**config.mk**
```make
export PLATFORM = sky130hd
export DESIGN_NAME = tholin_mux_display_decoder
export DESIGN_NICKNAME = d
export VERILOG_FILES = /design/src/rtl/tholin_mux_display_decoder.sv
export SDC_FILE = /design/constraint.sdc
export NUM_CORES = 1
export LEC_CHECK = 0
export CAP_MARGIN = 15
export CORE_MARGIN = 1.5
export CORE_UTILIZATION = 56
export DETAILED_ROUTE_END_ITERATION = 6
export DONT_BUFFER_PORTS = 1
export PLACE_DENSITY_LB_ADDON = 0.2
export SYNTH_ARGS = -nofsm -noshare
export SYNTH_HDL_FRONTEND = slang
export SYNTH_SLANG_ARGS = --single-unit
```
**constraint.sdc**
```tcl
create_clock -name CLK -period 6.4 [get_ports CLK]
set_input_delay 1.92 -clock CLK [delete_from_list [all_inputs] [get_ports CLK]]
set_output_delay 1.92 -clock CLK [all_outputs]
set_load 0.1 [all_outputs]
```
**src/rtl/tholin_mux_display_decoder.sv**
```systemverilog
// rtl/tholin_mux_display_decoder.sv - monitor that decodes a multiplexed two-digit 7-segment bus back to bytes
module tholin_mux_display_decoder #(
    parameter int SETTLE  = 2,
    parameter int TIMEOUT = 1024
) (
    input  logic       CLK,
    input  logic       RST,
    input  logic [6:0] seg_in,
    input  logic       sel_in,
    output logic [7:0] value,
    output logic       value_valid,
    output logic       digit_err,
    output logic       stalled,
    output logic [7:0] frame_cnt
);

    localparam logic [1:0] ST_SYNC   = 2'd0;
    localparam logic [1:0] ST_SETTLE = 2'd1;
    localparam logic [1:0] ST_HOLD   = 2'd2;

    localparam logic [3:0]  SETTLE_C  = 4'(SETTLE);
    localparam logic [15:0] TIMEOUT_C = 16'(TIMEOUT);

    logic [6:0]  seg_r, seg_p;
    logic        sel_r, sel_p;
    logic [3:0]  cnt;
    logic [15:0] idle;
    logic [1:0]  state;
    logic [3:0]  lo_q, hi_q;
    logic        have_lo, have_hi;

    logic        chg, seg_stable, timeout_hit, take;
    logic        dec_ok;
    logic [3:0]  dec_nib;

    assign chg         = (sel_r != sel_p);
    assign seg_stable  = (seg_r == seg_p);
    assign timeout_hit = !chg && (idle == TIMEOUT_C);
    // A phase that ends exactly as cnt saturates is dropped rather than sampled with the next SEL.
    assign take        = (state == ST_SETTLE) && !chg && seg_stable &&
                         (cnt == SETTLE_C) && !timeout_hit;

    always_comb begin
        dec_ok  = 1'b1;
        dec_nib = 4'h0;
        case (seg_r)
            7'h3F: dec_nib = 4'h0;
            7'h06: dec_nib = 4'h1;
            7'h5B: dec_nib = 4'h2;
            7'h4F: dec_nib = 4'h3;
            7'h66: dec_nib = 4'h4;
            7'h6D: dec_nib = 4'h5;
            7'h7D: dec_nib = 4'h6;
            7'h07: dec_nib = 4'h7;
            7'h7F: dec_nib = 4'h8;
            7'h6F: dec_nib = 4'h9;
            7'h77: dec_nib = 4'hA;
            7'h7C: dec_nib = 4'hB;
            7'h39: dec_nib = 4'hC;
            7'h5E: dec_nib = 4'hD;
            7'h79: dec_nib = 4'hE;
            7'h71: dec_nib = 4'hF;
            default: dec_ok = 1'b0;
        endcase
    end

    always_ff @(posedge CLK) begin
        if (RST) begin
            // Input stage tracks the pins so the phase in flight at reset yields no chg.
            seg_r       <= seg_in;
            sel_r       <= sel_in;
            seg_p       <= seg_in;
            sel_p       <= sel_in;
            cnt         <= 4'd0;
            idle        <= 16'd0;
            state       <= ST_SYNC;
            lo_q        <= 4'h0;
            hi_q        <= 4'h0;
            have_lo     <= 1'b0;
            have_hi     <= 1'b0;
            value       <= 8'h00;
            value_valid <= 1'b0;
            digit_err   <= 1'b0;
            stalled     <= 1'b0;
            frame_cnt   <= 8'h00;
        end else begin
            seg_r       <= seg_in;
            sel_r       <= sel_in;
            seg_p       <= seg_r;
            sel_p       <= sel_r;
            value_valid <= 1'b0;
            digit_err   <= 1'b0;

            if (chg || !seg_stable)
                cnt <= 4'd0;
            else if (cnt != SETTLE_C)
                cnt <= cnt + 4'd1;

            if (chg)
                idle <= 16'd0;
            else if (idle != 16'hFFFF)
                idle <= idle + 16'd1;

            if (chg)
                stalled <= 1'b0;
            else if (timeout_hit)
                stalled <= 1'b1;

            if (timeout_hit) begin
                state   <= ST_SYNC;
                have_lo <= 1'b0;
                have_hi <= 1'b0;
            end else if (chg) begin
                // The first toggle out of a stall only clears it; the phase it opens is discarded.
                if (state != ST_SYNC || !stalled)
                    state <= ST_SETTLE;
            end else if (take) begin
                state <= ST_HOLD;
                if (!dec_ok) begin
                    digit_err <= 1'b1;
                    have_lo   <= 1'b0;
                    have_hi   <= 1'b0;
                end else if (sel_r) begin
                    hi_q <= dec_nib;
                    if (have_lo) begin
                        value       <= {dec_nib, lo_q};
                        value_valid <= 1'b1;
                        frame_cnt   <= frame_cnt + 8'd1;
                        have_lo     <= 1'b0;
                        have_hi     <= 1'b0;
                    end else begin
                        have_hi <= 1'b1;
                    end
                end else begin
                    lo_q <= dec_nib;
                    if (have_hi) begin
                        value       <= {hi_q, dec_nib};
                        value_valid <= 1'b1;
                        frame_cnt   <= frame_cnt + 8'd1;
                        have_lo     <= 1'b0;
                        have_hi     <= 1'b0;
                    end else begin
                        have_lo <= 1'b1;
                    end
                end
            end
        end
    end

endmodule
```
==> flow_summary.ini, run 1 <==
[status]
status = finished clean

[logic_synthesis]
synth_top_family_by_area = simple AND/OR/NAND/NOR gates
synth_area_um2 = 3230
ys_seq_area_share_pct = 41.5
ys.flop_type = dfxtp_1
syn_inst = 365
synth_adder_area_share_pct = 1.94
synth-edff-count = 0
syn_nets = 380
ys_ff_latch = 67
synth_compound_area_share_pct = 13.4
synthArstFlopShare_pct = 0
synthMuxAreaShare_pct = 5.85
syn-mean-instance-area_um2 = 8.85
yosys.area_share.simple_pct = 26.8
ys_types = 53
yosys_warnings = 0
post_synth_xor_area_fraction_pct = 6.50

[floorplan]
dieArea_um2 = 6240
initial_core_util_pct = 58.3
io_pins = 29
die_w_um = 79.0
core-area_um2 = 5540
row_count = 27
die_y_um = 79.0

[grt]
grt_max_degree = 34
first_global_vias = 2336
grt_usage_pct = 22.7
grt_overflow_total = 0
grt_pass1_wl_mm = 11.0
antenna_found_initial = 0

[detailed_routing]
vias = 2585
wl_met2_mm = 2.92
first_pass_iters = 4
ant_nets = 0
avgRoutedWirePerCell_um = 15.1
drt_iter0_markers = 151
wl_met3_um = 371
wl_mm = 6.56
wl_met1_mm = 3.16
post-route-drc-count = 0
avgViaCountPerCell = 5.97
routed.top_layer = met4

[clock_network]
cts_setup_buffers = 0
cts.sinks = 67
cts_tree = yes
cts-htree-levels = 3
cts_made_buffers = 9
cts_buffer_depth = 2
holdBufCountCts = 0
cts_root_buf = clkbuf_8
post_cts_resize_count = 0
path_clk_slew_ns = 0.07
clk_latency_ns = 0.35

[hold_path]
min_to = lo_q[2]
min_from = lo_q[2]
hold_depth = 2
min_path_type = flop to flop

[timing]
hold_ws_ns = 0.459
finalCritPeriodShare_pct = 53.5
slew_viol_final = 0
worstMarginPinSlew_ns = 1.08
finalSetupTns_ns = 0
fin_crit_ns = 3.42
setup_violations = 0
finClkSkew_ns = 0.00368
relSlewSlack_pct = 28.1
max_freq_mhz = 292
rsz0062_at_grt = false
finalHoldViolCount = 0

[cells_and_area]
area_growth_pct = 6.35
final_cells = 433
post-route-util_pct = 62.0
nNetsFinal = 371
antennaDiodeCount = 0
drive_gt1_share_pct = 8.86

[critical_path]
ff2ff_path_depth = 6
cp_max_fo = 25
cp.arrival_ns = 3.71
crit_chain = xor2_1 > or4_1 > or4_1 > a311oi_4 > o211ai_1 > a21oi_2
cpMostUsedCell = or4_1
critPathMaxStageDelay_ns = 0.81
cp.required_ns = 6.69
cp_slowest_cell = dfxtp_1
worstSetupPathType = flop to flop
end_kind = flop
worst_setup_path_start_kind = flop
reg2reg_setup_slack_ns = 2.98
reg2reg_from = sel_r
r2r_end = value[1]

[job]
drv_cap = 0

[place]
gp_congestion = 0.835
portBuffers = 0
dpl.hpwl_mm = 4.55
dpl.cell_count = 417

[power_and_ir_drop]
p_total_uw = 855
p_leak_uw = 0.00120
power_density_nw_per_um2 = 249
peakVddDrop_mv = 0.186
==> metrics by stage <==
step                      worst slack, ns  area (um2)
after global routing                 2.65        3440
after floorplan                      3.47        3230
after detailed placement             2.98        3230
after global placement               3.07        3230
after CTS                            2.95        3440
final                                2.98        3440
==> critical path, delay by kind of cell (launching register included) <==
| family | cells | cell delay (ns) |
|---|---|---|
| AO/OA/AOI/OAI | 3 | 1.17 |
| AND/OR/NAND/NOR | 2 | 1.14 |
| flip-flops | 1 | 0.81 |
| XOR/XNOR | 1 | 0.23 |
==> cell type report <==
class                           instances  area (um2)
Clock buffer                           11         131
Tap cell                               72        90.1
Inverter                                9        33.8
Clock inverter                          5        77.6
Sequential cell                        67        1340
Fill cell                             494        2100
Multi-Input combinational cell        269        1760
==> routing by layer <==
metal / vias up / global-route usage [%]
li1: 1293 / -
met1: 1226 / 30.8
met2: 56 / 32.9
met3: 10 / 7.24
met4: 0 / 9.82
met5: - / 0
==> synth_stat cells, drive strengths merged (4+ instances only) <==
master / instances / share of area [%]
nor3b: 5 / 1.2
mux2: 7 / 2.4
or4: 6 / 1.4
nor3: 8 / 1.2
o2111ai: 4 / 1.1
nor4: 7 / 1.5
nor2: 36 / 4.2
xor2: 16 / 4.3
o211ai: 5 / 1.2
mux2i: 11 / 3.4
nand3: 12 / 1.9
buf: 5 / 1.2
ha: 5 / 1.9
nand4: 8 / 1.5
nand2: 34 / 3.9
o21ai: 11 / 1.7
dfxtp: 67 / 42
a21oi: 21 / 3.5
clkbuf: 15 / 1.7
xnor2: 8 / 2.2
nand2b: 11 / 2.1
a311oi: 5 / 1.9
and3: 10 / 1.9
inv: 9 / 1.0
or3: 5 / 0.97
==> state kept, by name (all words and copies together) (netlist names), 2 cells and up <==
signal	cells
idle	16
frame_cnt	8
cnt	4
hi_q	4
seg_p	7
state	2
lo_q	4
seg_r	7
value	8
==> kinds of logic (layout without fill, tap and decap cells) <==
logic type      after synthesis  in the layout
compound gates               61             61
mux                          18             18
flops                        67             67
simple gates                161            161
xor+xnor                     24             24
buf+inv                      29             25
fa+ha+maj                     5              5
==> power by group <==
group / internal [uW] / switching, uW
registers: 425 / 14.2
logic: 16.8 / 22.9
clock network: 218 / 157
total: 660 / 194
==> worst max path at each step <==
stage / from / to / slack, ns
floorplan: RST / frame_cnt[0] / 3.47
global placement: sel_r / value[1] / 3.07
detailed placement: sel_r / value[2] / 2.98
CTS: sel_r / value[6] / 2.95
global route: sel_r / value[2] / 2.65
finish: sel_r / value[1] / 2.98
==> cells in the final DEF (no fill, tap or decap), drive strengths merged, types with 3 or more instances in the layout <==
master and n:
a21oi 21, nor4 7, nand2b 11, o211ai 5, xnor2 8, or4 6
nor3b 5, nor3 8, nand3 12, mux2i 11, or3 5, a31oi 3
o21ai 11, mux2 7, nand4b 3, clkbuf 11, o2111ai 4, nand2 34
nor4bb 3, nor2 36, inv 9, nand4 8, xor2 16, ha 5
a311oi 5, dfxtp 67, and3 10, nand3b 3
Power figures use the tool's default switching activity.
==> run 2, diff against run 1 <==
--- a/config.mk
+++ b/config.mk
@@ -5,6 +5,7 @@
 export SDC_FILE = /design/constraint.sdc
 export NUM_CORES = 1
 export LEC_CHECK = 0
+export ABC_AREA = 1
 export CAP_MARGIN = 15
 export CORE_MARGIN = 1.5
 export CORE_UTILIZATION = 56
==> constraint.sdc (replaced) <==
create_clock -name CLK -period 3.2 [get_ports CLK]
set_input_delay 0.96 -clock CLK [delete_from_list [all_inputs] [get_ports CLK]]
set_output_delay 0.96 -clock CLK [all_outputs]
set_load 0.1 [all_outputs]
==> run 2 against run 1 <==
Global-route usage increased by 0.20 points. Critical endpoint is now frame_cnt[6]. Combinational power grew to 2.5 times the previous value. Cell count rose by 40%. Non-clock buffer count up 8. Sequential cell count stayed put. Area after synthesis rose by 7.2%. Power rose by 95%. Clock power up 85%. Routed wire length increased by 8.3%. Clock skew up 0.0055 ns.
==> flow_summary.ini, run 2 <==
[grt]
grt_overflow_total = 0
grt_pass1_wl_mm = 11.7
grt_usage_pct = 22.9
antenna_found_initial = 0
first_global_vias = 2817
grt_max_degree = 28

[logic_synthesis]
ys_types = 32
synthTopCellsByCount = 135 x nand2_1, 74 x inv_1, 68 x nor2_1
yosys.area.top_type_share_pct = 38.7
synth_adder_area_share_pct = 1.81
synthArstFlopShare_pct = 0
syn-mean-instance-area_um2 = 6.70
post_synth_xor_area_fraction_pct = 4.04
ys_seq_area_share_pct = 38.7
syn_nets = 532
ys_ff_latch = 67
synth_area_um2 = 3470
synth_top_family_by_area = simple AND/OR/NAND/NOR gates
syn_inst = 517
ys.flop_type = dfxtp_1
yosys.area_share.simple_pct = 36.8
synth_area_leaders = dfxtp_1 39%, nand2_1 15%, inv_1 8.0%
synth-edff-count = 0
yosys_warnings = 0
synth_compound_area_share_pct = 8.34
synthMuxAreaShare_pct = 0
yosysTopAreaCell = dfxtp_1
synth_most_common_cell = nand2_1

[detailed_routing]
drt_iter0_markers = 136
vias = 3110
wl_mm = 7.10
routed.top_layer = met4
avgViaCountPerCell = 5.13
wl_met1_mm = 3.36
ant_nets = 0
first_pass_iters = 4
avgRoutedWirePerCell_um = 11.7
post-route-drc-count = 0
wl_met3_um = 285
wl_met2_mm = 3.33

[floorplan]
initial_core_util_pct = 58.2
die_w_um = 81.7
row_count = 28
dieArea_um2 = 6670
io_pins = 29
die_y_um = 81.7
core-area_um2 = 5960

[timing]
relSlewSlack_pct = 32.9
layout_setup_ws_ns = 0.899
max_freq_mhz = 435
slew_viol_final = 0
finClkSkew_ns = 0.00913
rsz0062_at_grt = false
setup_violations = 0
worstMarginPinSlew_ns = 1.01
finalSetupTns_ns = 0
fin_crit_ns = 2.30
finalCritPeriodShare_pct = 71.9
finalHoldViolCount = 0

[job]
drv_cap = 0

[hold_path]
min_from = state[1]
min_path_type = flop to flop

[clock_network]
post_cts_resize_count = 0
cts_made_buffers = 9
clk_latency_ns = 0.35
cts_setup_buffers = 0
cts_tree = yes
cts-htree-levels = 3
cts_root_buf = clkbuf_8
cts_buffer_depth = 2
cts.sinks = 67
path_clk_slew_ns = 0.08
holdBufCountCts = 0

[cells_and_area]
largest_register_ffs = 16
layout_common_cells = 135 x nand2_1, 74 x inv_1, 68 x nor2_1
antennaDiodeCount = 0
seq_area_um2 = 1340
nFillCells = 562
top_regs = idle: 16 flops, frame_cnt: 8 flops, value: 8 flops
nNetsFinal = 542
largest-register = idle
area_growth_pct = 8.52
drive_gt1_share_pct = 8.85
multi_input_area_um2 = 1770
final_common_cell = nand2_1

[status]
status = finished clean

[critical_path]
cp.arrival_ns = 1.34
reg2reg_setup_slack_ns = 1.10
worstSetupPathType = flop to primary output
reg2reg_from = sel_r
end_kind = primary output
cp_max_fo = 3
crit_start = frame_cnt[6]
worst_setup_path_start_kind = flop
cp.required_ns = 2.24

[power_and_ir_drop]
power_density_nw_per_um2 = 442
p_total_uw = 1660
peakVddDrop_mv = 0.307
p_leak_uw = 0.00170

[place]
pre_cts_slack_ns = 1.13
gp_congestion = 0.904
portBuffers = 0
dpl.hpwl_mm = 5.18
run 2: cell families after synthesis:
logic type	after synthesis
simple gates	283
flops	67
compound gates	55
xor+xnor	16
buf+inv	91
fa+ha+maj	5
run 2: worst paths after layout:
| check | end | cells after the start |
|---|---|---|
| min | state[1] | 2 |
| max | frame_cnt[6] | 0 |
| max reg2reg | frame_cnt[6] | 10 |
| min reg2reg | state[1] | 2 |
run 2: area by class of cell:
cell class / instances / area share, %
tap: 75 / 2.50
clock buffer: 11 / 3.76
multi-input combinational: 359 / 46.9
inverter: 82 / 8.18
sequential: 67 / 35.7
clock inverter: 4 / 1.36
timing repair buffer: 8 / 1.60
run 2: per-layer routing:
layer	vias to the layer above	global-route usage, %
met2	40	38.4
li1	1656	-
met4	0	10.5
met5	-	0
met3	11	4.89
met1	1403	27.9
run 2: metrics by stage:
stage,hold slack [ns],area [um2],util (%),std cells
2_1_floorplan,0.464,3470,-,517
3_3_place_gp,0.484,3570,59.9,591
3_5_place_dp,0.487,3570,59.9,591
4_1_cts,0.500,3760,63.2,606
5_1_grt,0.537,3760,63.2,606
6_report,0.498,3760,63.2,606
run 2: power by group:
group	leakage (uW)	switching [uW]	internal (uW)
sequential	0.000546	16.8	850
clock	0.0000954	319	377
combinational	0.00106	69.4	31.0
total	0.00170	405	1260
==> run 3, diff against run 2 <==
==> constraint.sdc (replaced) <==
create_clock -name CLK -period 2.2 [get_ports CLK]
set_input_delay 0.66 -clock CLK [delete_from_list [all_inputs] [get_ports CLK]]
set_output_delay 0.66 -clock CLK [all_outputs]
set_load 0.1 [all_outputs]
==> run 3 against run 2 <==
Power up 55%. Largest cell class unchanged. Combinational power is 56% higher. Critical endpoint is now frame_cnt[4]. Non-clock buffer count up 15. Critical path type is now flop to flop. Critical path depth is 10 higher. Clock-buffer cell count up 1.
==> flow_summary.ini, run 3 (synthesis gave the netlist of run 2 again) <==
[status]
status = finished clean

[timing]
slew_viol_final = 0
rsz0062_at_grt = false
finalCritPeriodShare_pct = 92.6
finClkSkew_ns = 0.00868
worstMarginPinSlew_ns = 0.400
setup_violations = 0
finalSetupTns_ns = 0
layout_setup_ws_ns = 0.164
relSlewSlack_pct = 73.1
fin_crit_ns = 2.04
max_freq_mhz = 491
finalHoldViolCount = 0

[critical_path]
cp_top_family = simple AND/OR/NAND/NOR gates
r2r_end = frame_cnt[4]
cp.arrival_ns = 2.28
cp_max_fo = 17
worstSetupPathType = flop to flop
critPathMaxStageDelay_ns = 0.43
cp.required_ns = 2.44
cp_slowest_cell = dfxtp_1
cp_num_buf_inv = 1
crit_chain = inv_1 > ha_1 > nand4_1 > nor2_1 > nand2_1 > nand2_2 > nor2_4 > nand3_4 > o21ai_0 > nor2_1
reg2reg_setup_slack_ns = 0.16
reg2reg_from = idle[0]
end_kind = flop
worst_setup_path_start_kind = flop
ff2ff_path_depth = 10
cpMostUsedCell = nor2_1

[floorplan]
row_count = 28
core-area_um2 = 5960
io_pins = 29
die_y_um = 81.7
die_w_um = 81.7
initial_core_util_pct = 58.2
dieArea_um2 = 6670

[place]
gp_congestion = 0.905
pre_cts_slack_ns = 0.188
dpl.hpwl_mm = 5.30
portBuffers = 0

[detailed_routing]
first_pass_iters = 4
ant_nets = 0
drt_iter0_markers = 127
wl_mm = 7.39
avgViaCountPerCell = 5.18
post-route-drc-count = 0
avgRoutedWirePerCell_um = 11.9
vias = 3224

[job]
drv_cap = 0

[clock_network]
cts_root_buf = clkbuf_8
cts_tree = yes
path_clk_slew_ns = 0.07
cts_made_buffers = 9
cts.sinks = 67
cts-htree-levels = 3
holdBufCountCts = 0
clk_latency_ns = 0.35
cts_buffer_depth = 2

[hold_path]
min_to = seg_r[5]
min_path_type = primary input to flop
hold_depth = 0
min_from = seg_in[5]

[cells_and_area]
drive_gt1_share_pct = 11.7
top_regs = idle: 16 flops, frame_cnt: 8 flops, value: 8 flops
nNetsFinal = 557
layout_common_cells = 135 x nand2_1, 74 x inv_1, 68 x nor2_1
area_growth_pct = 13.1
largest_register_ffs = 16
antennaDiodeCount = 0
nFillCells = 551
largest-register = idle
final_common_cell = nand2_1

[grt]
grt_usage_pct = 24.5
first_global_vias = 3010
grt_max_degree = 28
grt_pass1_wl_mm = 12.6
antenna_found_initial = 0
grt_overflow_total = 0

[power_and_ir_drop]
power_density_nw_per_um2 = 659
peakVddDrop_mv = 0.480
p_leak_uw = 0.00180
run 3: worst max path at each step:
stage,start,end,slack [ns],cells past startpoint
floorplan,frame_cnt[0],frame_cnt[6],0.13,7
global placement,seg_r[0],frame_cnt[3],0.24,10
detailed placement,seg_r[0],frame_cnt[3],0.19,10
CTS,idle[0],frame_cnt[4],0.18,10
global route,idle[0],value[5],0.004,11
finish,idle[0],frame_cnt[4],0.16,10
run 3: layout make-up:
cell class,count,area (um2),area share [%]
multi-input combinational,359,1780,45.3
clock buffer,12,155,3.96
timing repair buffer,23,173,4.40
tap,75,93.8,2.39
clock inverter,4,72.6,1.85
inverter,82,308,7.85
sequential,67,1340,34.2
run 3: stage by stage:
stage	instances	hold WS [ns]	utilization, %	power [uW]	cell area (um2)
floorplan	517	0.464	-	1410	3470
global placement	606	0.479	61.8	1440	3680
detailed placement	606	0.487	61.8	1440	3680
CTS	622	0.322	65.6	2610	3910
global route	622	0.313	65.8	2690	3920
finish	622	0.333	65.8	2580	3920
run 3: repair_timing:
item,CTS,global route
setup buffers,0,0
resized for setup,0,2
setup endpoints to repair,0,7
run 3: power by group:
| group | leakage (uW) | switching, uW | internal [uW] |
|---|---|---|---|
| Sequential | 0.000546 | 22.7 | 1240 |
| Combinational | 0.00114 | 105 | 51.0 |
| Clock | 0.000113 | 470 | 699 |
| Total | 0.00180 | 597 | 1990 |
run 3: worst reg2reg max path: stages (launching register included):
cell,delay (ns)
dfxtp_1,0.43
inv_1,0.09
ha_1,0.22
nand4_1,0.09
nor2_1,0.04
nand2_1,0.12
nand2_2,0.14
nor2_4,0.26
nand3_4,0.23
o21ai_0,0.22
nor2_1,0.07
run 3: routing by layer:
layer | wire length, um | track usage, % | vias up
li1 | - | - | 1685
met3 | 344 | 6.22 | 17
met4 | 170 | 11.4 | 0
met2 | 3550 | 42.6 | 73
met1 | 3330 | 28.1 | 1449
met5 | 0 | 0 | -
